[config.mk]
export PLATFORM = sky130hd
export DESIGN_NAME = segment_sequencer
export DESIGN_NICKNAME = d
export VERILOG_FILES = /design/src/rtl/segment_sequencer.sv
export SDC_FILE = /design/constraint.sdc
export NUM_CORES = 1
export LEC_CHECK = 0
export BUFFER_PORTS_ARGS = -buffer_cell sky130_fd_sc_hd__buf_2
export CAP_MARGIN = 20
export CORE_MARGIN = 3
export CORE_UTILIZATION = 50
export DETAILED_ROUTE_END_ITERATION = 10
export MAX_ROUTING_LAYER = met4
export PLACE_DENSITY = 0.78
export SYNTH_ARGS = -nofsm -noshare
export SYNTH_HDL_FRONTEND = slang
export SYNTH_SLANG_ARGS = --single-unit
export TNS_END_PERCENT = 5
[constraint.sdc]
create_clock -name clk -period 2.95 [get_ports clk]
set_input_delay 0.295 -clock clk [delete_from_list [all_inputs] [get_ports clk]]
set_output_delay 0.295 -clock clk [all_outputs]
set_load 0.05 [all_outputs]
[src/rtl/segment_sequencer.sv]
// segment_sequencer: pulls 4-byte motion records from the segment FIFO and plays them out
// as per-axis step/dir signals. Define SEGMENT_UNDERRUN_COUNT_EN to add the underrun counter.
module segment_sequencer #(
   parameter int FIFO_SIZE_WIDTH = 7,
   parameter int MIN_DELAY       = 1
) (
   input  logic                       clk,
   input  logic                       reset,
   input  logic                       enable,
   input  logic [FIFO_SIZE_WIDTH-1:0] fifo_size,
   input  logic                       fifo_empty,
   output logic                       fifo_read_en,
   input  logic [7:0]                 fifo_data,
   output logic [3:0]                 step,
   output logic [3:0]                 dir,
   output logic                       busy,
   output logic                       underrun
`ifdef SEGMENT_UNDERRUN_COUNT_EN
   ,output logic [7:0]                underrun_count
`endif
);

   typedef enum logic [1:0] {
      S_IDLE  = 2'd0,
      S_FETCH = 2'd1,
      S_LOAD  = 2'd2,
      S_RUN   = 2'd3
   } state_t;

   state_t      state_q;
   logic        rd_en_q;
   logic [2:0]  cnt_q;
   logic [7:0]  rec_q [4];
   logic [3:0]  dir_q;
   logic [3:0]  mask_q;
   logic [7:0]  remaining_q;
   logic [15:0] timer_q;
   logic        busy_q;
   logic        underrun_q;
`ifdef SEGMENT_UNDERRUN_COUNT_EN
   logic [7:0]  ur_count_q;
`endif

   logic [15:0] delay_raw_d;
   logic [15:0] delay_eff_d;
   logic        have_record_d;
   logic        fire_d;

   // Clamped delay, record availability and the step qualifier for the current cycle.
   always_comb begin
      delay_raw_d   = {rec_q[3], rec_q[2]};
      delay_eff_d   = (delay_raw_d < 16'(MIN_DELAY)) ? 16'(MIN_DELAY) : delay_raw_d;
      have_record_d = (fifo_size >= FIFO_SIZE_WIDTH'(4));
      fire_d        = (state_q == S_RUN) && enable && (remaining_q != 8'd0) && (timer_q == 16'd0);
   end

   // Pop guard keeps a mis-sized FIFO from underflowing; step is qualified by enable in-cycle.
   assign fifo_read_en = rd_en_q & ~fifo_empty;
   assign step         = fire_d ? mask_q : 4'd0;
   assign dir          = dir_q;
   assign busy         = busy_q;
   assign underrun     = underrun_q;
`ifdef SEGMENT_UNDERRUN_COUNT_EN
   assign underrun_count = ur_count_q;
`endif

   // Sequencer FSM: fetch, load, then time out the step pulses of one record.
   always_ff @(posedge clk) begin
      if (reset) begin
         state_q     <= S_IDLE;
         rd_en_q     <= 1'b0;
         cnt_q       <= 3'd0;
         for (int i = 0; i < 4; i++) begin
            rec_q[i] <= 8'd0;
         end
         dir_q       <= 4'd0;
         mask_q      <= 4'd0;
         remaining_q <= 8'd0;
         timer_q     <= 16'd0;
         busy_q      <= 1'b0;
         underrun_q  <= 1'b0;
`ifdef SEGMENT_UNDERRUN_COUNT_EN
         ur_count_q  <= 8'd0;
`endif
      end else begin
         underrun_q <= 1'b0;
         case (state_q)
            S_IDLE: begin
               if (enable && have_record_d) begin
                  state_q <= S_FETCH;
                  rd_en_q <= 1'b1;
                  cnt_q   <= 3'd0;
                  busy_q  <= 1'b1;
               end
            end
            S_FETCH: begin
               // cnt 0..3 pop; cnt 1..4 capture the byte popped the cycle before.
               cnt_q <= cnt_q + 3'd1;
               if (cnt_q == 3'd3) begin
                  rd_en_q <= 1'b0;
               end
               if (cnt_q != 3'd0) begin
                  rec_q[cnt_q[1:0] - 2'd1] <= fifo_data;
               end
               if (cnt_q == 3'd4) begin
                  state_q <= S_LOAD;
               end
            end
            S_LOAD: begin
               dir_q       <= rec_q[0][3:0];
               mask_q      <= rec_q[0][7:4];
               remaining_q <= rec_q[1];
               timer_q     <= delay_eff_d;
               state_q     <= S_RUN;
            end
            S_RUN: begin
               if (enable) begin
                  if (remaining_q == 8'd0) begin
                     if (have_record_d) begin
                        state_q <= S_FETCH;
                        rd_en_q <= 1'b1;
                        cnt_q   <= 3'd0;
                     end else begin
                        state_q    <= S_IDLE;
                        busy_q     <= 1'b0;
                        underrun_q <= 1'b1;
`ifdef SEGMENT_UNDERRUN_COUNT_EN
                        if (ur_count_q != 8'hFF) begin
                           ur_count_q <= ur_count_q + 8'd1;
                        end
`endif
                     end
                  end else if (timer_q == 16'd0) begin
                     remaining_q <= remaining_q - 8'd1;
                     timer_q     <= delay_eff_d;
                  end else begin
                     timer_q <= timer_q - 16'd1;
                  end
               end
            end
            default: begin
               state_q <= S_IDLE;
               rd_en_q <= 1'b0;
               busy_q  <= 1'b0;
            end
         endcase
      end
   end

endmodule

==> flow_summary.json <==
{
  "status": "complete, no violations",
  "grt_usage_pct": 22.4,
  "p_switching_mw": 1.77,
  "routed_wl_microns": 9060,
  "ioPinCount": 30,
  "cp_max_fo": 7,
  "layout.nets": 450,
  "leakage_nw": 1.63,
  "synthToLayoutAreaGrowth_pct": 12.8,
  "crit_chain": "nor4_1, nand4_1, a211oi_1, buf_4, and2_1, buf_2",
  "swShare_pct": 42.8,
  "critPathLaunchType": "flip-flop",
  "postCtsResizedCells": 0,
  "cts-htree-levels": 3,
  "worstSetupPathType": "reg2out",
  "start_util_pct": 53.3,
  "fin_ws_ns": 0.324,
  "grt_first_pass_wirelength_microns": 14700,
  "die_width_microns": 92.5,
  "synth_nets": 414,
  "place.gp.congestion": 0.882,
  "cp.arrival_ns": 2.33,
  "combPwrFrac_pct": 45.8,
  "period_minus_slack_ns": 2.63,
  "viasPerCell": 6.21,
  "synthCells": 383,
  "peakVddDrop_mv": 0.431,
  "final_area_sq_um": 4220,
  "die_h_microns": 92.5,
  "timing.final.max_slew_violations": 0,
  "placed_area_sq_um": 3990,
  "r2r-end": "remaining_q[5]",
  "cp_slowest_cell": "nor4_1",
  "synthArstFlopShare_pct": 0,
  "vias": 3231,
  "yosys_warnings": 0,
  "grt_overflow": 0,
  "yosysUniqueCellTypes": 59,
  "reg2regPathDepth": 7,
  "grt_max_degree": 35,
  "tritoncts": "done",
  "max_stage_delay_ns": 0.66,
  "drc": 0,
  "total_power_mw": 4.13,
  "drv_cap": 0,
  "clk_latency_ns": 0.35,
  "timing.rr.start": "state_q[0]",
  "rrSetupSlack_ns": 0.37,
  "ff_latch_area_sq_um": 1760,
  "clockBufferDepth": 2,
  "final-setup-viol-count": 0,
  "postRouteAntennaNets": 0,
  "worstPathRequired_ns": 2.65,
  "layout_common_cells": "dfxtp_1 (40), and2_1 (36), edfxtp_1 (32)",
  "min_to": "underrun",
  "tightest_slew_ns": 0.984,
  "syn_avg_cell_area_sq_um": 9.76,
  "clkTransAtPathRegs_ns": 0.08,
  "fill_cells": 591,
  "seqPwrFrac_pct": 33.5,
  "fmax_mhz": 381,
  "clockPowerShare_pct": 20.6,
  "antenna_found_initial": 0,
  "core_sq_um": 7020,
  "cts_hold_buf": 0,
  "synth_area_sq_um": 3740,
  "relSlewSlack_pct": 33.7,
  "endpoint_kind": "output port",
  "tns_ns": 0,
  "synth_edf_count": 32,
  "num_antenna_cells": 0,
  "wire_per_inst_microns": 17.4,
  "timing.final.crit_share_pct": 89.0,
  "crit_family": "simple AND/OR/NAND/NOR gates",
  "dp_slack_ns": 0.286,
  "numCtsBuffers": 9,
  "drtPass1Iterations": 5,
  "min_path_type": "in2reg",
  "clock_skew_ns": 0.00743,
  "root_buffer": "clkbuf_8",
  "ys_seq_area_share_pct": 47.1,
  "p_int_mw": 2.36,
  "ys_seq_elements": 72,
  "die_area_sq_um": 8550,
  "crit_buf_inv": 2,
  "initialDrtViolationCount": 329,
  "min_delay_path_depth": 3,
  "layout-drive-gt1-share_pct": 16.5,
  "dpl.hpwl_microns": 6150,
  "hold_path_startpoint": "fifo_size[3]",
  "multi_input_area_sq_um": 1800,
  "finalHoldViolCount": 0,
  "layout_commonest_cell": "dfxtp_1",
  "rsz0062_at_grt": "false",
  "portBuffers": 27,
  "powerDensity_nw_per_um2": 979,
  "post-cts-setup-buffer-count": 0,
  "cts_sinks": 72,
  "num_rows": 30,
  "grt_pass1_vias": 2929,
  "synth_flop_cell": "dfxtp_1"
}
## logic make-up (layout without fill, tap and decap cells)
kind of cell	after synthesis	count (layout)	synth area share, %
DFF	72	72	47.1
adders and majority gates	12	12	4.01
muxes	14	14	3.75
buffers and inverters	38	79	4.82
AOI/OAI and AO/OA	95	95	16.9
and+or+nand+nor	152	152	23.5
## synth_stat cells, types with 2 or more instances
master / instances / area (sq um)
o221a_2: 2 / 22.5
and2_1: 36 / 225
buf_2: 3 / 15.0
mux2i_1: 14 / 140
a2bb2oi_1: 2 / 17.5
a211oi_1: 7 / 52.6
nand2_1: 23 / 86.3
a221oi_1: 3 / 26.3
inv_1: 21 / 78.8
nand4b_1: 2 / 17.5
ha_1: 12 / 150
a31oi_1: 5 / 31.3
or4_1: 5 / 37.5
o21a_1: 2 / 15.0
a21oi_1: 25 / 125
clkbuf_8: 3 / 41.3
dfxtp_1: 40 / 801
nor2b_1: 3 / 18.8
o21ai_0: 23 / 115
nor4b_1: 2 / 17.5
o32ai_1: 8 / 70.1
o31ai_1: 3 / 22.5
nor2_1: 30 / 113
nand4_1: 5 / 31.3
nor4_1: 6 / 37.5
clkbuf_1: 8 / 30.0
nor4_4: 2 / 42.5
edfxtp_1: 32 / 961
nand3_1: 12 / 60.1
a41o_1: 2 / 20.0
nor3_1: 14 / 70.1
## layout make-up
type | instances | area share (%)
flip-flops and latches | 72 | 41.7
clock inverters | 4 | 1.19
inverters | 22 | 1.96
clock buffers | 12 | 3.94
multi-input cells | 273 | 42.8
repair buffers | 41 | 5.57
well taps | 96 | 2.85
## per-stage QoR
stage	instances	hold slack, ns	util [%]
2_1_floorplan	383	0.452	-
3_3_place_gp	502	0.465	56.8
3_5_place_dp	502	0.477	56.8
4_1_cts	518	0.261	59.9
5_1_grt	520	0.282	60.1
6_report	520	0.267	60.1
## flip-flops by register name, indices dropped and copies added, names as in the netlist
register / count
rd_en_q: 1
rec_q: 32
cnt_q: 3
underrun: 1
state_q: 2
timer_q: 16
mask_q: 4
dir: 4
busy: 1
remaining_q: 8
## metal layers
layer | share of wire, % | track usage, %
met1 | 42 | 30.0
met2 | 48 | 35.0
met3 | 8.2 | 3.49
met4 | 1.7 | 7.55
met5 | 0 | -
## worst reg2reg max path, cell delays in order, from the launching register on
cell     delay (ns)
dfxtp_1        0.39
ha_1           0.48
mux2i_1        0.17
a21oi_1        0.57
o21ai_0        0.32
buf_4          0.26
o21ai_0        0.17
a21oi_1        0.09
## power by group through the flow
stage / Combinational (mW) / Sequential, mW / Clock, mW
floorplan: 1.42 / 1.41 / 0
finish: 1.89 / 1.39 / 0.853
detailed placement: 1.82 / 1.40 / 0
global route: 2.07 / 1.41 / 0.909
CTS: 1.84 / 1.38 / 0.859
global placement: 1.77 / 1.39 / 0
## worst max-delay path by stage
stage,start,to,slack [ns],cells past startpoint
after floorplan,cnt_q[0],rec_q[0][0],0.51,6
after global placement,cnt_q[0],rec_q[2][7],0.42,7
after detailed placement,cnt_q[0],rec_q[2][6],0.29,7
after CTS,timer_q[0],step[1],0.14,8
after global routing,timer_q[6],step[1],0.11,6
final,timer_q[6],step[3],0.32,6
(Power assumes the default switching activity.)
